### config.mk
export PLATFORM = sky130hd
export DESIGN_NAME = cereal_arbiter
export DESIGN_NICKNAME = d
export VERILOG_FILES = /design/src/rtl/cereal_arb_pkg.sv /design/src/rtl/cereal_arbiter_rr_picker.sv /design/src/rtl/cereal_arbiter.sv
export SDC_FILE = /design/constraint.sdc
export NUM_CORES = 1
export LEC_CHECK = 0
export BUFFER_PORTS_ARGS = -buffer_cell sky130_fd_sc_hd__buf_2
export CORE_ASPECT_RATIO = 0.7
export CORE_MARGIN = 1
export CORE_UTILIZATION = 60
export DETAILED_ROUTE_END_ITERATION = 12
export PLACE_DENSITY = 0.86
export SLEW_MARGIN = 20
export SYNTH_ARGS = -nofsm -noshare
export SYNTH_HDL_FRONTEND = slang
export SYNTH_SLANG_ARGS = --single-unit
### constraint.sdc
create_clock -name sysclk -period 3.6 [get_ports sysclk]
set_clock_uncertainty 0.2 [all_clocks]
set_input_delay 0.36 -clock sysclk [delete_from_list [all_inputs] [get_ports sysclk]]
set_output_delay 0.36 -clock sysclk [all_outputs]
set_load 0.02 [all_outputs]
### src/rtl/cereal_arb_pkg.sv
// Shared types and constants for the cereal transmitter arbiter.
package cereal_arb_pkg;

  // Requester indices are always carried in 3 bits (N_REQ is at most 8).
  localparam int unsigned MaxReq = 8;
  localparam int unsigned IdxW   = 3;

  // One 8N1 frame at the default baud rate, and a counter wide enough for it.
  localparam int unsigned DefFrameCycles = 78105;
  localparam int unsigned DefCntW        = 17;

  typedef enum logic [1:0] {
    StIdle,
    StWait,
    StHold
  } state_e;

  function automatic logic [MaxReq-1:0] onehot(input logic [IdxW-1:0] idx);
    logic [MaxReq-1:0] oh;
    oh      = '0;
    oh[idx] = 1'b1;
    return oh;
  endfunction

endpackage

### src/rtl/cereal_arbiter_rr_picker.sv
// Round-robin pick: first asserted request at or above ptr_i, modulo N_REQ.
module rr_picker
  import cereal_arb_pkg::*;
#(
  parameter int unsigned N_REQ = 4
) (
  input  logic [N_REQ-1:0] req_i,
  input  logic [IdxW-1:0]  ptr_i,
  output logic [IdxW-1:0]  winner_o,
  output logic             valid_o
);

  // Scan N_REQ positions starting at the pointer; the first hit wins.
  always_comb begin
    int  idx;
    logic found;
    idx      = 0;
    found    = 1'b0;
    winner_o = '0;
    for (int k = 0; k < int'(N_REQ); k++) begin
      idx = int'(ptr_i) + k;
      if (idx >= int'(N_REQ)) idx = idx - int'(N_REQ);
      for (int j = 0; j < int'(N_REQ); j++) begin
        if (!found && idx == j && req_i[j]) begin
          winner_o = IdxW'(j);
          found    = 1'b1;
        end
      end
    end
    valid_o = found;
  end

endmodule

### src/rtl/cereal_arbiter.sv
// Round-robin arbiter sharing one serial transmitter, with per-requester
// lock so multi-byte strings from one producer are never interleaved.
module cereal_arbiter
  import cereal_arb_pkg::*;
#(
  parameter int unsigned N_REQ        = 4,
  parameter int unsigned FRAME_CYCLES = DefFrameCycles,
  parameter int unsigned CNT_W        = DefCntW
) (
  input  logic               sysclk,
  input  logic               rst,
  input  logic [N_REQ-1:0]   req,
  input  logic [N_REQ-1:0]   lock,
  input  logic [8*N_REQ-1:0] data_in,
  output logic [N_REQ-1:0]   ack,
  output logic [N_REQ-1:0]   grant,
  output logic               tx_start,
  output logic [7:0]         tx_data,
  output logic               busy
);

  localparam logic [CNT_W-1:0] FrameLast = CNT_W'(FRAME_CYCLES - 1);

  state_e             state_q, state_d;
  logic [IdxW-1:0]    ptr_q, ptr_d;
  logic [IdxW-1:0]    owner_q, owner_d;
  logic [CNT_W-1:0]   cnt_q, cnt_d;
  logic [N_REQ-1:0]   grant_q, grant_d;
  logic [N_REQ-1:0]   ack_q, ack_d;
  logic               tx_start_q, tx_start_d;
  logic [7:0]         tx_data_q, tx_data_d;

  logic [IdxW-1:0]    pick_idx;
  logic               pick_valid;
  logic [N_REQ-1:0]   pick_oh;
  logic [7:0]         pick_byte;
  logic [7:0]         owner_byte;
  logic               owner_req;
  logic               owner_lock;
  logic [IdxW-1:0]    owner_next;

  rr_picker #(
    .N_REQ (N_REQ)
  ) u_picker (
    .req_i    (req),
    .ptr_i    (ptr_q),
    .winner_o (pick_idx),
    .valid_o  (pick_valid)
  );

  assign pick_oh = N_REQ'(onehot(pick_idx));

  // grant_q is one-hot on the owner, so masking with it selects the owner's bits.
  assign owner_req  = |(req & grant_q);
  assign owner_lock = |(lock & grant_q);
  assign owner_next = (owner_q == IdxW'(N_REQ - 1)) ? '0 : owner_q + IdxW'(1);

  // Byte slices for the arbitration winner and for the current owner.
  always_comb begin
    pick_byte  = '0;
    owner_byte = '0;
    for (int k = 0; k < int'(N_REQ); k++) begin
      if (pick_idx == IdxW'(k)) pick_byte = data_in[8*k +: 8];
      if (owner_q == IdxW'(k)) owner_byte = data_in[8*k +: 8];
    end
  end

  // Next-state logic: accept, frame countdown, lock hold and release.
  always_comb begin
    state_d    = state_q;
    ptr_d      = ptr_q;
    owner_d    = owner_q;
    cnt_d      = cnt_q;
    grant_d    = grant_q;
    ack_d      = '0;
    tx_start_d = 1'b0;
    tx_data_d  = tx_data_q;
    case (state_q)
      StIdle: begin
        if (pick_valid) begin
          state_d    = StWait;
          owner_d    = pick_idx;
          grant_d    = pick_oh;
          ack_d      = pick_oh;
          tx_start_d = 1'b1;
          tx_data_d  = pick_byte;
          cnt_d      = FrameLast;
        end
      end
      StWait: begin
        if (cnt_q != '0) begin
          cnt_d = cnt_q - CNT_W'(1);
        end else if (owner_lock && owner_req) begin
          // Locked owner with a byte ready: back-to-back frame, no re-arbitration.
          ack_d      = grant_q;
          tx_start_d = 1'b1;
          tx_data_d  = owner_byte;
          cnt_d      = FrameLast;
        end else if (owner_lock) begin
          state_d = StHold;
        end else begin
          state_d = StIdle;
          grant_d = '0;
          ptr_d   = owner_next;
        end
      end
      StHold: begin
        if (owner_lock && owner_req) begin
          state_d    = StWait;
          ack_d      = grant_q;
          tx_start_d = 1'b1;
          tx_data_d  = owner_byte;
          cnt_d      = FrameLast;
        end else if (!owner_lock) begin
          state_d = StIdle;
          grant_d = '0;
          ptr_d   = owner_next;
        end
      end
      default: begin
        state_d = StIdle;
        grant_d = '0;
      end
    endcase
  end

  // State registers with synchronous reset; a reset mid-frame abandons it.
  always_ff @(posedge sysclk) begin
    if (rst) begin
      state_q    <= StIdle;
      ptr_q      <= '0;
      owner_q    <= '0;
      cnt_q      <= '0;
      grant_q    <= '0;
      ack_q      <= '0;
      tx_start_q <= 1'b0;
      tx_data_q  <= 8'h00;
    end else begin
      state_q    <= state_d;
      ptr_q      <= ptr_d;
      owner_q    <= owner_d;
      cnt_q      <= cnt_d;
      grant_q    <= grant_d;
      ack_q      <= ack_d;
      tx_start_q <= tx_start_d;
      tx_data_q  <= tx_data_d;
    end
  end

  assign ack      = ack_q;
  assign grant    = grant_q;
  assign tx_start = tx_start_q;
  assign tx_data  = tx_data_q;
  assign busy     = (state_q != StIdle);

endmodule

==> flow_metrics.py <==
metrics = {
    "detailed_routing": {
        "vias": 3589,
        "first_iter_violations": 416,
        "drtPass1Iterations": 7,
        "detail-route-antenna-nets": 0,
        "finalWirelength_um": 9200,
        "vias_per_cell": 6.97,
        "drc": 0,
        "post_drt_wl_per_cell_um": 17.9,
    },
    "synth": {
        "synth.avg_cell_area_um2": 7.80,
        "syn_inst": 400,
        "synth-async-reset-ratio_pct": 0,
        "synth_nets": 452,
        "synth_top_family_by_area": "compound AO/OA/AOI/OAI gates",
        "yosys.area_share.simple_pct": 23.6,
        "muxShareOfSynthArea_pct": 0.642,
        "synth_compound_area_share_pct": 39.9,
        "ys_types": 63,
        "synth-xor-area-share_pct": 0,
        "ys_seq_elements": 40,
        "synth_ff_type": "dfxtp_1",
        "netlist_area_um2": 3120,
        "yosysSeqAreaShare_pct": 25.7,
        "synth-edff-count": 0,
        "synthAdderAreaFrac_pct": 4.01,
        "yosys_warnings": 0,
    },
    "clock_tree": {
        "postCtsHoldBufs": 0,
        "cts_inserted_buffers": 5,
        "cts_sinks": 40,
        "path_clk_slew_ps": 80,
        "cts_buffer_depth": 2,
        "cts_root_buf": "clkbuf_8",
        "cts_tree": "done",
        "postCtsSetupBuffers": 0,
        "insertion_delay_ps": 300,
        "cts.repair.resized": 0,
        "htree_levels": 2,
    },
    "floorplanning": {
        "die_h_um": 62.3,
        "start_util_pct": 63.9,
        "core_area_um2": 4890,
        "dieArea_um2": 5500,
        "dieWidth_um": 88.2,
        "num_io_pins": 60,
        "rows": 21,
    },
    "worst_setup_path": {
        "cp.arrival_ps": 2750,
        "rrSetupSlack_ps": 850,
        "cp_max_fo": 15,
        "crit_path_start_kind": "flop",
        "required_ps": 3610,
        "cp-end-kind": "flop",
        "r2r_cells": 7,
        "critPathKind": "flop to flop",
    },
    "sta": {
        "report.final.slew_viol_count": 0,
        "rsz0062_at_grt": "no",
        "fin_crit_ps": 2750,
        "post-route-period-util_pct": 76.3,
        "fmax_mhz": 364,
        "fin_setup_tns_ps": 0,
        "hold_viol": 0,
        "finalSetupViolCount": 0,
        "relSlewSlack_pct": 43.7,
        "tightest_slew_ps": 845,
    },
    "global_route": {
        "track_usage_pct": 34.1,
        "grt_pass1_wl_um": 14900,
        "grt-ovfl-total": 0,
        "antenna_found_initial": 0,
        "grt_max_degree": 28,
        "grt_pass1_vias": 3138,
    },
    "power": {
        "pwr_density_cell_nw_per_um2": 690,
        "ir_worst_vdd_v": 0.000445,
        "leakage_nw": 1.39,
    },
    "worst_hold_path": {
        "min_path_type": "input port to flop",
        "hold_path_depth": 3,
    },
    "finish": {
        "antenna_cells": 0,
        "fin_cells": 515,
        "drive_above_1_share_pct": 18.8,
        "most-common-layout-cells": "buf_2, dfxtp_1, nor2_1",
        "syn_to_final_growth_pct": 12.3,
        "nNetsFinal": 497,
        "final_common_cell": "buf_2",
    },
    "placement": {
        "dp_cells": 507,
        "port_buffers": 59,
        "place_congestion": 0.944,
        "dp_hpwl_um": 6670,
    },
    "status": {
        "status": "finished, final reports clean",
    },
    "run": {
        "cap_viol_max_count": 0,
    },
}
-- per-layer routing --
| layer | up-vias | share of wire (%) | GRT usage (%) |
|---|---|---|---|
| met4 | 0 | 2.2 | 9.88 |
| met3 | 30 | 11 | 9.44 |
| li1 | 1655 | - | - |
| met2 | 227 | 41 | 47.9 |
| met1 | 1677 | 45 | 50.4 |
| met5 | - | 0 | 0 |
-- cells in the mapped netlist (all sizes together) (10+ instances only) --
master | instances | area share, %
buf | 11 | 1.9
nor2b | 13 | 2.6
nand3 | 14 | 2.2
a21oi | 22 | 3.9
ha | 10 | 4.0
nor2 | 33 | 4.0
o21ai | 22 | 3.6
a2111oi | 10 | 3.4
nand2 | 26 | 3.1
inv | 22 | 2.6
o211ai | 12 | 2.9
o31ai | 11 | 2.6
clkbuf | 12 | 1.4
dfxtp | 40 | 26
-- sequential cells by signal (all words and copies together), names as in the netlist --
register and cells:
grant 4, tx_start 1, tx_data 8, cnt_q 17, ptr_q 2, owner_q 2
state_q 2, ack 4
-- cells by family after synthesis --
family	count (synthesis)
multiplexers	2
buffers and inverters	46
AND/OR/NAND/NOR	134
flip-flops	40
adder cells (fa/ha/maj)	10
AO/OA/AOI/OAI	168
-- through the flow --
| stage | hold slack (ps) | utilization [%] | total power [W] | cell area [um2] | setup WS (ps) |
|---|---|---|---|---|---|
| floorplan | 257 | - | 0.00171 | 3120 | 1490 |
| global placement | 282 | 69.8 | 0.00202 | 3410 | 1080 |
| global route | 200 | 71.7 | 0.00256 | 3500 | 629 |
| finish | 188 | 71.7 | 0.00242 | 3500 | 854 |
| CTS | 185 | 71.7 | 0.00237 | 3500 | 953 |
| detailed placement | 292 | 69.8 | 0.00204 | 3410 | 974 |
-- report_power, final --
group	internal (W)	switching [W]
registers	0.000558	0.000135
logic	0.000485	0.000916
clock network	0.000153	0.000169
total	0.00120	0.00122
-- final timing paths --
path                end         from
min          tx_data[2]  data_in[26]
min reg2reg   cnt_q[15]    cnt_q[15]
max          tx_data[4]     cnt_q[0]
max reg2reg  tx_data[4]     cnt_q[0]
-- cell type report --
type,instances,area [um2]
flip-flops and latches,40,801
multi-input cells,314,2130
clock buffers,6,82.6
fillers,435,1380
repair buffers,61,310
clock inverters,2,10.0
well taps,69,86.3
inverters,23,86.3
-- worst max-delay path, stage by stage, from the launching register on --
cell      delay [ps]
dfxtp_1          340
inv_1            100
ha_1             260
nor2b_1          220
nand4_1          270
o21ai_2          670
nand4_4          250
o311ai_1         330
No activity file was read; power rests on OpenSTA's default activity.
